--- config.mk ---
export PLATFORM = sky130hd
export DESIGN_NAME = edge_event_arbiter_flat
export DESIGN_NICKNAME = d
export VERILOG_FILES = /design/src/rtl/edge_event_arbiter_if.sv /design/src/rtl/edge_event_arbiter.sv /design/src/flat_wrapper.sv
export SDC_FILE = /design/constraint.sdc
export NUM_CORES = 1
export LEC_CHECK = 0
export CAP_MARGIN = 20
export CORE_AREA = 2 2 88 48
export DETAILED_ROUTE_END_ITERATION = 12
export DIE_AREA = 0 0 90 50
export PLACE_DENSITY = 0.74
export SLEW_MARGIN = 10
export SYNTH_ARGS = -nofsm -noshare
export SYNTH_HDL_FRONTEND = slang
export SYNTH_SLANG_ARGS = --single-unit
--- constraint.sdc ---
create_clock -name clk -period 6.38 [get_ports clk]
set_clock_uncertainty 0.2 [all_clocks]
set_input_delay 1.276 -clock clk [delete_from_list [all_inputs] [get_ports clk]]
set_output_delay 1.276 -clock clk [all_outputs]
set_load 0.02 [all_outputs]
--- src/rtl/edge_event_arbiter_if.sv ---
// Event stream between the edge-event arbiter and its consumer
// (interrupt aggregator, event FIFO). One event moves per cycle
// in which evt_valid and evt_ready are both high.
interface edge_event_arbiter_if #(
  parameter int CH_W = 2
);
  logic            evt_valid;
  logic            evt_ready;
  logic [CH_W-1:0] evt_ch;
  logic            evt_pol;

  modport master (
    output evt_valid,
    output evt_ch,
    output evt_pol,
    input  evt_ready
  );

  modport slave (
    input  evt_valid,
    input  evt_ch,
    input  evt_pol,
    output evt_ready
  );
endinterface

--- src/rtl/edge_event_arbiter.sv ---
// Multi-channel edge-event controller: per-channel edge detectors feed
// pending flags that are round-robin arbitrated onto one valid/ready stream.
// Edges that land on an occupied pending slot bump a saturating drop counter.
//
// state | meaning
// ------+-------------------------------------------------------------
// IDLE  | no event offered; grants the next pending channel if any
// OFFER | evt_ch/evt_pol held on the stream until the consumer accepts
module edge_event_arbiter #(
  parameter int N_CH  = 4,
  parameter int CH_W  = 2,
  parameter int CNT_W = 8
) (
  input  logic              clk,
  input  logic              srst_n,
  input  logic              enable,
  input  logic [N_CH-1:0]   din,
  input  logic [N_CH-1:0]   cfg_pos_en,
  input  logic [N_CH-1:0]   cfg_neg_en,
  edge_event_arbiter_if.master ev,
  output logic [N_CH-1:0]   pend,
  output logic [CNT_W-1:0]  drop_cnt,
  input  logic              drop_clr
);

  typedef enum logic {
    IDLE  = 1'b0,
    OFFER = 1'b1
  } state_t;

  state_t          state_q;
  state_t          state_d;

  logic [N_CH-1:0] d_ff;
  logic [N_CH-1:0] pol;
  logic [N_CH-1:0] rise;
  logic [N_CH-1:0] fall;
  logic [N_CH-1:0] edge_det;
  logic [N_CH-1:0] eff_pend;
  logic [N_CH-1:0] gnt_oh;

  logic [CH_W-1:0] rr_ptr;
  logic [CH_W-1:0] gnt_idx;
  logic [CH_W-1:0] rr_next;
  logic [CH_W-1:0] evt_ch_q;
  logic [CH_W:0]   cand;
  logic            evt_pol_q;
  logic            gnt_found;
  logic            do_grant;
  logic            drop_any;

  assign rise     = din & ~d_ff & cfg_pos_en & {N_CH{enable}};
  assign fall     = ~din & d_ff & cfg_neg_en & {N_CH{enable}};
  assign edge_det = rise | fall;

  // While disabled the pending flags are being flushed, so nothing new is granted.
  assign eff_pend = pend & {N_CH{enable}};

  assign ev.evt_valid = (state_q == OFFER);
  assign ev.evt_ch    = evt_ch_q;
  assign ev.evt_pol   = evt_pol_q;

  assign rr_next  = (gnt_idx == CH_W'(N_CH - 1)) ? '0 : gnt_idx + CH_W'(1);
  assign drop_any = |(edge_det & pend & ~gnt_oh);

  // Round-robin search: first pending channel at or above rr_ptr, wrapping.
  always_comb begin
    gnt_found = 1'b0;
    gnt_idx   = '0;
    cand      = '0;
    for (int k = 0; k < N_CH; k++) begin
      cand = {1'b0, rr_ptr} + (CH_W + 1)'(k);
      if (cand >= (CH_W + 1)'(N_CH)) begin
        cand = cand - (CH_W + 1)'(N_CH);
      end
      if (!gnt_found && eff_pend[cand[CH_W-1:0]]) begin
        gnt_found = 1'b1;
        gnt_idx   = cand[CH_W-1:0];
      end
    end
  end

  // Next state and grant decision; a handshake in OFFER can reload back-to-back.
  always_comb begin
    state_d  = state_q;
    do_grant = 1'b0;
    case (state_q)
      IDLE: begin
        if (gnt_found) begin
          do_grant = 1'b1;
          state_d  = OFFER;
        end
      end
      OFFER: begin
        if (ev.evt_ready) begin
          do_grant = gnt_found;
          state_d  = gnt_found ? OFFER : IDLE;
        end
      end
      default: state_d = IDLE;
    endcase
  end

  // One-hot view of the grant for the per-channel pending update.
  always_comb begin
    gnt_oh = '0;
    for (int i = 0; i < N_CH; i++) begin
      gnt_oh[i] = do_grant && (gnt_idx == CH_W'(i));
    end
  end

  // State register.
  always_ff @(posedge clk or negedge srst_n) begin
    if (!srst_n) begin
      state_q <= IDLE;
    end else begin
      state_q <= state_d;
    end
  end

  // Edge history, pending slots, round-robin pointer and the offered event.
  always_ff @(posedge clk or negedge srst_n) begin
    if (!srst_n) begin
      d_ff      <= '0;
      pend      <= '0;
      pol       <= '0;
      rr_ptr    <= '0;
      evt_ch_q  <= '0;
      evt_pol_q <= 1'b0;
    end else begin
      d_ff <= din;
      for (int i = 0; i < N_CH; i++) begin
        if (!enable) begin
          pend[i] <= 1'b0;
        end else if (edge_det[i] && (!pend[i] || gnt_oh[i])) begin
          pend[i] <= 1'b1;
          pol[i]  <= rise[i];
        end else if (gnt_oh[i]) begin
          pend[i] <= 1'b0;
        end
      end
      if (do_grant) begin
        evt_ch_q  <= gnt_idx;
        evt_pol_q <= pol[gnt_idx];
        rr_ptr    <= rr_next;
      end
    end
  end

  // Saturating drop counter; clear wins over a same-cycle drop.
  always_ff @(posedge clk or negedge srst_n) begin
    if (!srst_n) begin
      drop_cnt <= '0;
    end else if (drop_clr) begin
      drop_cnt <= '0;
    end else if (drop_any && (drop_cnt != {CNT_W{1'b1}})) begin
      drop_cnt <= drop_cnt + CNT_W'(1);
    end
  end

endmodule

--- src/flat_wrapper.sv ---
// flat-port wrapper written by rule: the top's interface ports become plain ports
module edge_event_arbiter_flat 
#(
  parameter int N_CH  = 4,
  parameter int CH_W  = 2,
  parameter int CNT_W = 8
)
  (clk, srst_n, enable, din, cfg_pos_en, cfg_neg_en, pend, drop_cnt, drop_clr, ev_evt_valid, ev_evt_ch, ev_evt_pol, ev_evt_ready);
  edge_event_arbiter_if #(.CH_W(CH_W)) ev_i ();
  input  logic clk;
  input  logic srst_n;
  input  logic enable;
  input  logic [N_CH-1:0] din;
  input  logic [N_CH-1:0] cfg_pos_en;
  input  logic [N_CH-1:0] cfg_neg_en;
  output logic [N_CH-1:0] pend;
  output logic [CNT_W-1:0] drop_cnt;
  input  logic drop_clr;
  output wire logic [$bits(ev_i.evt_valid)-1:0] ev_evt_valid;
  output wire logic [$bits(ev_i.evt_ch)-1:0] ev_evt_ch;
  output wire logic [$bits(ev_i.evt_pol)-1:0] ev_evt_pol;
  input wire logic [$bits(ev_i.evt_ready)-1:0] ev_evt_ready;
  assign ev_evt_valid = ev_i.evt_valid;
  assign ev_evt_ch = ev_i.evt_ch;
  assign ev_evt_pol = ev_i.evt_pol;
  assign ev_i.evt_ready = ev_evt_ready;
  edge_event_arbiter #(.N_CH(N_CH), .CH_W(CH_W), .CNT_W(CNT_W)) u_core (.clk(clk), .srst_n(srst_n), .enable(enable), .din(din), .cfg_pos_en(cfg_pos_en), .cfg_neg_en(cfg_neg_en), .ev(ev_i), .pend(pend), .drop_cnt(drop_cnt), .drop_clr(drop_clr));
endmodule
==> flow_summary.json <==
{
  "fin_setup_tns_ns": 0,
  "routed_wl_microns": 3748,
  "core_area_sq_um": 3724,
  "yosysTopAreaCell": "dfrtp_1",
  "required_ns": 6.35,
  "port_buffers": 32,
  "ir_worst_vdd_uv": 96.29,
  "final_cells": 263,
  "synth_nets": 199,
  "synth_edf_count": 0,
  "grt_pass1_wl_microns": 6251,
  "antenna_found_initial": 0,
  "p_per_area_nw_per_um2": 243.8,
  "cts_setup_buffers": 0,
  "cts_hold_buf": 0,
  "wl_per_cell_microns": 14.25,
  "power.leakage_uw": 0.0008497,
  "ys_seq_elements": 26,
  "startpoint_type": "input port",
  "clock.fmax_ghz": 0.2408,
  "grt_max_degree": 27,
  "die_height_microns": 50,
  "setup_viol": 0,
  "antenna_cells": 0,
  "hpwl_microns": 2844,
  "first_pass_iters": 4,
  "synthCells": 181,
  "setup.worst_path.end_class": "flop",
  "clock_path_buffers": 2,
  "cap_violations": 0,
  "maxSlewHeadroom": 0.6872,
  "viasPerCell": 5.498,
  "row_count": 16,
  "worstRegToRegCells": 8,
  "crit_path_max_fanout": 12,
  "fillCellCount": 333,
  "critPathCapture": "u_core.drop_cnt[4]",
  "ys_seq_area_frac": 0.4044,
  "period_share": 0.6508,
  "synth_top_area_frac": 0.4044,
  "holdCritPathClass": "reg -> reg",
  "ys.flop_type": "dfrtp_1",
  "post-place-ws_ns": 1.962,
  "dp.cells": 259,
  "dieWidth_microns": 90,
  "slew_viol_final": 0,
  "cts_sinks": 26,
  "rsz0062_at_grt": "false",
  "vias": 1446,
  "gp_congestion": 0.9316,
  "insertion_delay_ns": 0.28,
  "io_pins": 33,
  "fin_ws_ns": 2.228,
  "reg2reg_slack_ns": 3.43,
  "finalPower_uw": 495.4,
  "reg2reg_to": "u_core.drop_cnt[3]",
  "cts_buffers": 3,
  "cts_htree_levels": 1,
  "synth.avg_cell_area_sq_um": 8.890,
  "remaining_drc_errors": 0,
  "r2r-start": "u_core.rr_ptr[0]",
  "drive_gt1_frac": 0.05263,
  "path_class": "in -> reg",
  "ys_top_cells_by_area": "dfrtp_1 (40%), nand2_1 (4.9%), mux2i_1 (3.7%)",
  "drtIter0Drc": 71,
  "synthArstFlopShare": 1.000,
  "netlist_area_sq_um": 1609,
  "clk_pin_slew_ns": 0.09,
  "fin_util": 0.5457,
  "final-hold-violation-count": 0,
  "ctsRootBufferMaster": "clkbuf_8",
  "min_period_ns": 4.152,
  "ctsResizeCount": 0,
  "grt.total_usage": 0.1731,
  "final_antenna_net_count": 0,
  "crit_start": "enable",
  "syn2layout_area_growth_pct": 26.28,
  "grt_pass1_vias": 1276,
  "ys_warn_count": 0,
  "dieArea_sq_um": 4500,
  "initial_utilization": 0.4321,
  "cts_tree": "done",
  "cp.arrival_ns": 4.12,
  "tightestPinTransition_ns": 0.4631,
  "nets": 228,
  "gr-total-overflow": 0,
  "synth_cell_types": 50,
  "status": "complete, no violations"
}
-- through the flow --
stage          instance area (sq um)  hold slack (ns)
2_1_floorplan                   1609           0.2452
3_3_place_gp                    1961           0.2679
3_5_place_dp                    1961           0.2718
4_1_cts                         2032           0.2931
5_1_grt                         2032           0.3267
6_report                        2032           0.2888
-- state kept, by name, summed over array words and instances (netlist names) --
signal / flops
u_core.ev.evt_ch: 2
u_core.d_ff: 4
u_core.pend: 4
u_core.ev.evt_valid: 1
u_core.pol: 4
u_core.ev.evt_pol: 1
u_core.rr_ptr: 2
u_core.drop_cnt: 8
-- synth_stat cells, types with 3 or more instances --
library cell / count
nor2_1: 16
nand3_1: 6
nand2_1: 21
clkbuf_1: 3
and4b_1: 3
inv_1: 5
and3_1: 4
o21ai_0: 9
and3b_1: 6
nor2b_1: 5
a21oi_1: 9
dfrtp_1: 26
o211ai_1: 3
o21ai_1: 4
nor3b_1: 3
buf_2: 5
mux2i_1: 6
o31ai_1: 3
nor3_1: 4
-- metal layers --
metal | global-route usage | routed length (microns) | vias to the layer above
met3 | 0.04587 | 219 | 5
li1 | - | - | 723
met5 | 0 | 0 | -
met1 | 0.2724 | 2113 | 671
met2 | 0.2343 | 1400 | 47
met4 | 0.03077 | 14 | 0
-- critical path, stage by stage --
cell and delay [ns]:
clkdlybuf4s50_1 0.75, clkinv_1 0.36, nor3_1 0.33, nand3_1 0.33, nand4_1 0.23, a222oi_1 0.09
buf_4 0.19, nor3b_1 0.22, mux2_1 0.34
-- area by class of cell --
class	count	area (sq um)	share of cell area
multi-input cells	139	884.6	0.4353
flip-flops and latches	26	650.6	0.3202
repair buffers	34	335.3	0.1650
well taps	54	67.56	0.03325
clock buffers	3	41.29	0.02032
clock inverters	1	30.03	0.01478
inverters	6	22.52	0.01108
-- power breakdown --
group	switching [uW]	internal, uW	total [uW]	leakage, uW
Clock	53.7	84.0	138	0.0000357
Combinational	69.0	71.5	141	0.000476
Sequential	33.3	184	217	0.000338
Total	156	339	495	0.000850
-- cells in the final DEF, fill, tap and decap left out, drive strengths merged, types with 3 or more instances in the layout --
cell / n
nor3: 4
nor2: 17
a21oi: 9
o211ai: 3
and4b: 3
clkdlybuf4s50: 32
o31ai: 3
and3: 5
and3b: 6
mux2: 3
dfrtp: 26
o21ai: 13
mux2i: 6
nand3: 6
nor3b: 3
nand2: 21
inv: 5
nor2b: 5
clkbuf: 3
-- worst min-delay path by stage --
| stage | startpoint | end | cells past startpoint | slack [ns] |
|---|---|---|---|---|
| floorplan | u_core.pol[2] | u_core.pol[2] | 1 | 0.25 |
| global placement | u_core.pol[2] | u_core.pol[2] | 1 | 0.27 |
| detailed placement | u_core.pol[2] | u_core.pol[2] | 1 | 0.27 |
| CTS | u_core.pol[2] | u_core.pol[2] | 1 | 0.29 |
| global route | u_core.pol[2] | u_core.pol[2] | 1 | 0.33 |
| finish | u_core.pol[2] | u_core.pol[2] | 1 | 0.29 |
-- cell families (layout without fill, tap and decap cells) --
kind of cell / after synthesis / in the layout / share of synthesized area
and+or+nand+nor: 83 / 83 / 0.2846
AOI/OAI and AO/OA: 44 / 44 / 0.1796
DFF: 26 / 26 / 0.4044
buffers and inverters: 16 / 44 / 0.04587
adders and majority gates: 1 / 1 / 0.007775
muxes: 10 / 10 / 0.07232
xor gates and xnor gates: 1 / 1 / 0.005444
(Power assumes the default switching activity.)
==> RTL change 1, RTL diff (config.mk and constraints unchanged) <==
Put one more register stage on the output `drop_cnt`, cleared by the reset. The value now appears one clock later. The other outputs are not delayed to match.
--- a/src/rtl/edge_event_arbiter.sv
+++ b/src/rtl/edge_event_arbiter.sv
@@ -28,4 +28,6 @@
     OFFER = 1'b1
   } state_t;
+
+  logic [CNT_W-1:0] drop_cnt_s0;
 
   state_t          state_q;
@@ -151,9 +153,17 @@
   always_ff @(posedge clk or negedge srst_n) begin
     if (!srst_n) begin
+      drop_cnt_s0 <= '0;
+    end else if (drop_clr) begin
+      drop_cnt_s0 <= '0;
+    end else if (drop_any && (drop_cnt_s0 != {CNT_W{1'b1}})) begin
+      drop_cnt_s0 <= drop_cnt_s0 + CNT_W'(1);
+    end
+  end
+
+  always_ff @(posedge clk or negedge srst_n) begin
+    if (!srst_n) begin
       drop_cnt <= '0;
-    end else if (drop_clr) begin
-      drop_cnt <= '0;
-    end else if (drop_any && (drop_cnt != {CNT_W{1'b1}})) begin
-      drop_cnt <= drop_cnt + CNT_W'(1);
+    end else begin
+      drop_cnt <= drop_cnt_s0;
     end
   end
Function: changed (Yosys sat finds a counterexample within 4 cycles, from zero or initial values and one cycle with srst_n low).
==> RTL change 1 against the unedited design <==
Setup slack worse by 390 ps; sequential cell count up 8; wire length up 27%; cell count up 15%; hold slack worse by 58 ps; area after synthesis up 27%; non-clock buffer count down 1; total power up 59%; synthesized cell count up 20%; sequential power up 34%; final area up 22%; utilization up 12 points; die area unchanged.
==> RTL change 1: results (changes against the unedited design) <==
Setup path
  – Critical-path top delay cell: clkdlybuf4s50_1
  – Critical Path Source: enable
  – Levels on crit path: 9 (unchanged)
  – R2R Path Start: u_core.rr_ptr[1]$_DFFE_PN0P_
  – Internal reg-to-reg setup slack: 2750 ps (-680 ps)
  – CP max FO: 20 (+8)
  – Crit path arrival time: 4510 ps (+390 ps)
  – CP delay by family, top: compound AO/OA/AOI/OAI gates
  – CP peak stage delay: 910 ps (+160 ps)

Detailed routing
  – Vias per Instance: 5.854 (+6.5%)
  – Number of DRC markers in iteration 0: 208 (+190%)
  – DRT Pass-1 Iters: 5 (+1)
  – Post-Route WL: 4763 um (+27%)
  – Metal3 WL: 406 um (+85%)
  – Met2 wire length: 1661 um (+19%)
  – WL met1: 2669 um (+26%)

Global route
  – GR Util All Layers: 23.26% (+6.0 points)
  – First-pass GRT wire length: 8197 um (+31%)
  – GRT met1 Usage: 38.76% (+12 points)
  – Antenna violations before repair: 0 (unchanged)
  – GR Util met2: 27.82% (+4.4 points)
  – Vias in the first global route: 1,585 (+24%)
  – Met3 Resource Use GR: 7.034% (+2.4 points)
  – Largest net degree at the start of global routing: 35 (+30%)

Status
  – Status: finished clean

Placement
  – Hpwl dp: 3485 um (+23%)
  – GPL Wtd Cong: 0.8785 (-5.7%)

CTS
  – CTS max path bufs: 2 (unchanged)
  – CTS clk-pin slew, worst paths: 70 ps (-20 ps)
  – Number of H-tree levels: 2 (+1)
  – CTS Buf Count: 5 (+2)

Hold path
  – Worst hold stages: 0 (-1)
  – Critical hold path startpoint: u_core.drop_cnt_s0[6]$_DFFE_PN0P_
  – Min-Delay Path Class: reg -> reg

STA
  – Worst hold slack: 231.2 ps (-57.51 ps)
  – Setup TNS: 0 ps (unchanged)
  – Slew @ Worst Pin: 785.9 ps (+322.8 ps)

Synth
  – Cell variety after synth: 54 (+8.0%)
  – Dominant cells by area after synthesis: dfrtp_1, nand2_1, mux2_1
  – Synth top cells by count: dfrtp_1, nand2_1, nor2_1
  – Mapped Nets: 236 (+19%)
  – Syn. warnings: 0 (unchanged)
  – Post-synthesis sequential area ratio: 41.51% (+1.1 points)
  – Top_reg_cell synth: dfrtp_1

Finish
  – Ant diodes: 0 (unchanged)
  – Biggest regs: u_core.drop_cnt (8), u_core.drop_cnt_s0 (8)
  – Share of layout cells above drive strength 1: 8.065% (+2.8 points)
  – Fin nets: 265 (+16%)
  – Fillcell total: 320 (-3.9%)

Pwr
  – Pleak: 1.009 nW (+19%)
  – Worst IR Drop VDD: 0.1809 mV (+88%)
[RTL change 1: where the power goes]
| part | internal, mW | leakage [nW] | total (mW) | switching (mW) |
|---|---|---|---|---|
| clock | 0.0871 | 0.0482 | 0.164 | 0.0774 |
| sequential | 0.245 | 0.439 | 0.290 | 0.0458 |
| combinational | 0.139 | 0.522 | 0.331 | 0.193 |
| total | 0.471 | 1.01 | 0.786 | 0.316 |
[RTL change 1: logic make-up (layout without fill, tap and decap cells)]
logic type                 after synthesis  count (layout)  synth area share, %
AOI/OAI and AO/OA                       56              56                21.73
xor gates and xnor gates                 1               1               0.4274
adders and majority gates                1               1               0.6104
buffers and inverters                   21              51                4.945
DFF                                     34              34                41.51
muxes                                   11              11                5.739
and+or+nand+nor                         94              94                25.03
[RTL change 1: stage by stage]
stage	instances	setup WS, ps	area, um^2
6_report	302	1835	2472
5_1_grt	302	1576	2472
4_1_cts	302	1868	2472
3_5_place_dp	294	1572	2381
3_3_place_gp	294	1689	2381
2_1_floorplan	218	2947	2049
[RTL change 1: area by class of cell]
cell class / count / area [um^2] / area share (%)
multi-input cells: 163 / 1097 / 44.38
clock inverters: 1 / 5.005 / 0.2024
clock buffers: 7 / 86.33 / 3.492
repair buffers: 33 / 327.8 / 13.26
flip-flops and latches: 34 / 850.8 / 34.41
inverters: 10 / 37.54 / 1.518
well taps: 54 / 67.56 / 2.733
[RTL change 1: final timing paths]
path | endpoint
setup / recovery | u_core.drop_cnt_s0[5]$_DFFE_PN0P_
hold / removal | u_core.drop_cnt[6]$_DFF_PN0_
setup reg to reg | u_core.drop_cnt_s0[5]$_DFFE_PN0P_
hold reg to reg | u_core.drop_cnt[6]$_DFF_PN0_
max in group asynchronous | u_core.drop_cnt_s0[7]$_DFFE_PN0P_
min in group asynchronous | u_core.pend[0]$_DFFE_PN0P_
==> RTL change 2, RTL diff (same flow settings) <==
Made on the original files. `CH_W` is set to 2 in 3 places; all go to 3.
--- a/src/rtl/edge_event_arbiter_if.sv
+++ b/src/rtl/edge_event_arbiter_if.sv
@@ -3,5 +3,5 @@
 // in which evt_valid and evt_ready are both high.
 interface edge_event_arbiter_if #(
-  parameter int CH_W = 2
+  parameter int CH_W = 3
 );
   logic            evt_valid;
--- a/src/rtl/edge_event_arbiter.sv
+++ b/src/rtl/edge_event_arbiter.sv
@@ -9,5 +9,5 @@
 module edge_event_arbiter #(
   parameter int N_CH  = 4,
-  parameter int CH_W  = 2,
+  parameter int CH_W  = 3,
   parameter int CNT_W = 8
 ) (
--- a/src/flat_wrapper.sv
+++ b/src/flat_wrapper.sv
@@ -3,5 +3,5 @@
 #(
   parameter int N_CH  = 4,
-  parameter int CH_W  = 2,
+  parameter int CH_W  = 3,
   parameter int CNT_W = 8
 )
Interface: changed (resized ev_evt_ch); port bits go from 33 to 34. No check against the original RTL was run, so the function may have changed too.
==> RTL change 2 against the unedited design <==
Sequential cell count rose by 2; non-clock buffer count rose by 1; area after synthesis rose by 10%; register-to-register slack got worse by 790 ps; setup slack got worse by 230 ps; final area rose by 7.1%; wire length rose by 17%; total power rose by 22%; count of clock-buffer cells in the layout rose by 1; global-route usage rose by 4.0 points; clock power fell by 22%; largest cell class unchanged; largest power group is now combinational logic.
==> RTL change 2: results (changes against the unedited design) <==
Setup path
  – CP max FO: 15 (+3)
  – CP delay by family, top: compound AO/OA/AOI/OAI gates
  – Crit path arrival time: 4350 ps (+230 ps)
  – CP peak stage delay: 780 ps (+30 ps)

Global route
  – GR Util All Layers: 21.30% (+4.0 points)
  – First-pass GRT wire length: 7665 um (+23%)
  – Largest net degree at the start of global routing: 29 (+7.4%)
  – Vias in the first global route: 1,544 (+21%)

Detailed routing
  – Met2 wire length: 1605 um (+15%)
  – Metal3 WL: 383 um (+75%)
  – Vias per Instance: 5.771 (+5.0%)
  – Post-Route WL: 4386 um (+17%)
  – Number of DRC markers in iteration 0: 148 (+110%)
  – WL met1: 2384 um (+13%)
  – DRT Pass-1 Iters: 4 (unchanged)

Pwr
  – Worst IR Drop VDD: 0.2080 mV (+120%)
  – Internal power: 0.3767 mW (+11%)
  – Comb power frac: 41.1% (+13 points)
  – Reg power frac: 40.9% (-2.9 points)
  – Switching pwr: 0.2253 mW (+44%)
  – Pleak: 0.8724 nW (+2.7%)

Synth
  – XOR/XNOR Fraction of Synth Area: 0% (-0.54 points)
  – Cell variety after synth: 46 (-8.0%)
  – Adder-cell share of the synthesized area: 2.120% (+1.3 points)
  – Dominant cells by area after synthesis: dfrtp_1, a21oi_1, nor2_1
  – Post-synth ARST share: 100.0% (unchanged)
  – Compound-Gate Fraction of Synth Area: 21.77% (+3.8 points)
  – Post-synthesis sequential area ratio: 39.58% (-0.86 points)
  – Syn. warnings: 0 (unchanged)
  – Synth top cells by count: dfrtp_1, a21oi_1, nor2_1
  – Mapped Nets: 218 (+9.5%)
  – Mux share of post-synthesis cell area: 5.371% (-1.9 points)
  – Share of the synthesized area in the top cell type: 39.58% (-0.86 points)

Placement
  – Port Buffers: 33 (+3.1%)
  – Hpwl dp: 3278 um (+15%)
  – GPL Wtd Cong: 0.8867 (-4.8%)

Finish
  – Share of layout cells above drive strength 1: 6.195% (+0.93 points)
  – Fillcell total: 350 (+5.1%)
  – Most flops, register: u_core.drop_cnt
  – Fin nets: 247 (+8.3%)

Status
  – Status: finished clean

STA
  – Slew @ Worst Pin: 671.1 ps (+208.0 ps)

CTS
  – CTS Buf Count: 3 (unchanged)
[RTL change 2: cell types whose count changed in the layout (fill, tap and decap cells not counted), sizes merged, moves of 5 or more]
cell,change
nand4,+5
a21oi,+8
nand2,-9
a31oi,+5
[RTL change 2: path summary, 6_finish.rpt]
| kind | start | to | slack (ps) | cells past startpoint |
|---|---|---|---|---|
| worst max-delay path | enable | u_core.drop_cnt[0]$_DFFE_PN0P_ | 2000 | 8 |
| worst min-delay path | u_core.ev.evt_ch[2]$_DFFE_PN0P_ | u_core.ev.evt_ch[2]$_DFFE_PN0P_ | 320 | 1 |
| worst max register to register | u_core.rr_ptr[0]$_DFFE_PN0P_ | u_core.drop_cnt[0]$_DFFE_PN0P_ | 2640 | 10 |
| worst min register to register | u_core.ev.evt_ch[2]$_DFFE_PN0P_ | u_core.ev.evt_ch[2]$_DFFE_PN0P_ | 320 | 1 |
| max in group asynchronous | srst_n | u_core.ev.evt_valid$_DFF_PN0_ | 4550 | 2 |
| min in group asynchronous | srst_n | u_core.drop_cnt[1]$_DFFE_PN0P_ | 1170 | 2 |
[RTL change 2: area by class of cell]
type	count	area share, %
repair buffers	35	15.86
clock buffers	4	2.529
multi-input cells	151	44.94
well taps	54	3.103
flip-flops and latches	28	32.18
inverters	8	1.379
[RTL change 2: per-stage QoR]
step,cells,setup WS (ps),hold WS (ps),cell area (um^2),utilization [%]
final,280,1997,319.0,2177,58.47
after global routing,280,1759,338.7,2177,58.47
after CTS,280,2023,323.8,2177,58.47
after detailed placement,276,1808,287.9,2122,56.99
after global placement,276,1963,300.8,2122,56.99
after floorplan,198,3050,274.9,1770,-
[RTL change 2: layer usage]
metal,track usage (%),vias up
li1,-,794
met1,35.37,759
met2,27.44,61
met3,5.352,2
met4,2.308,0
met5,0,-
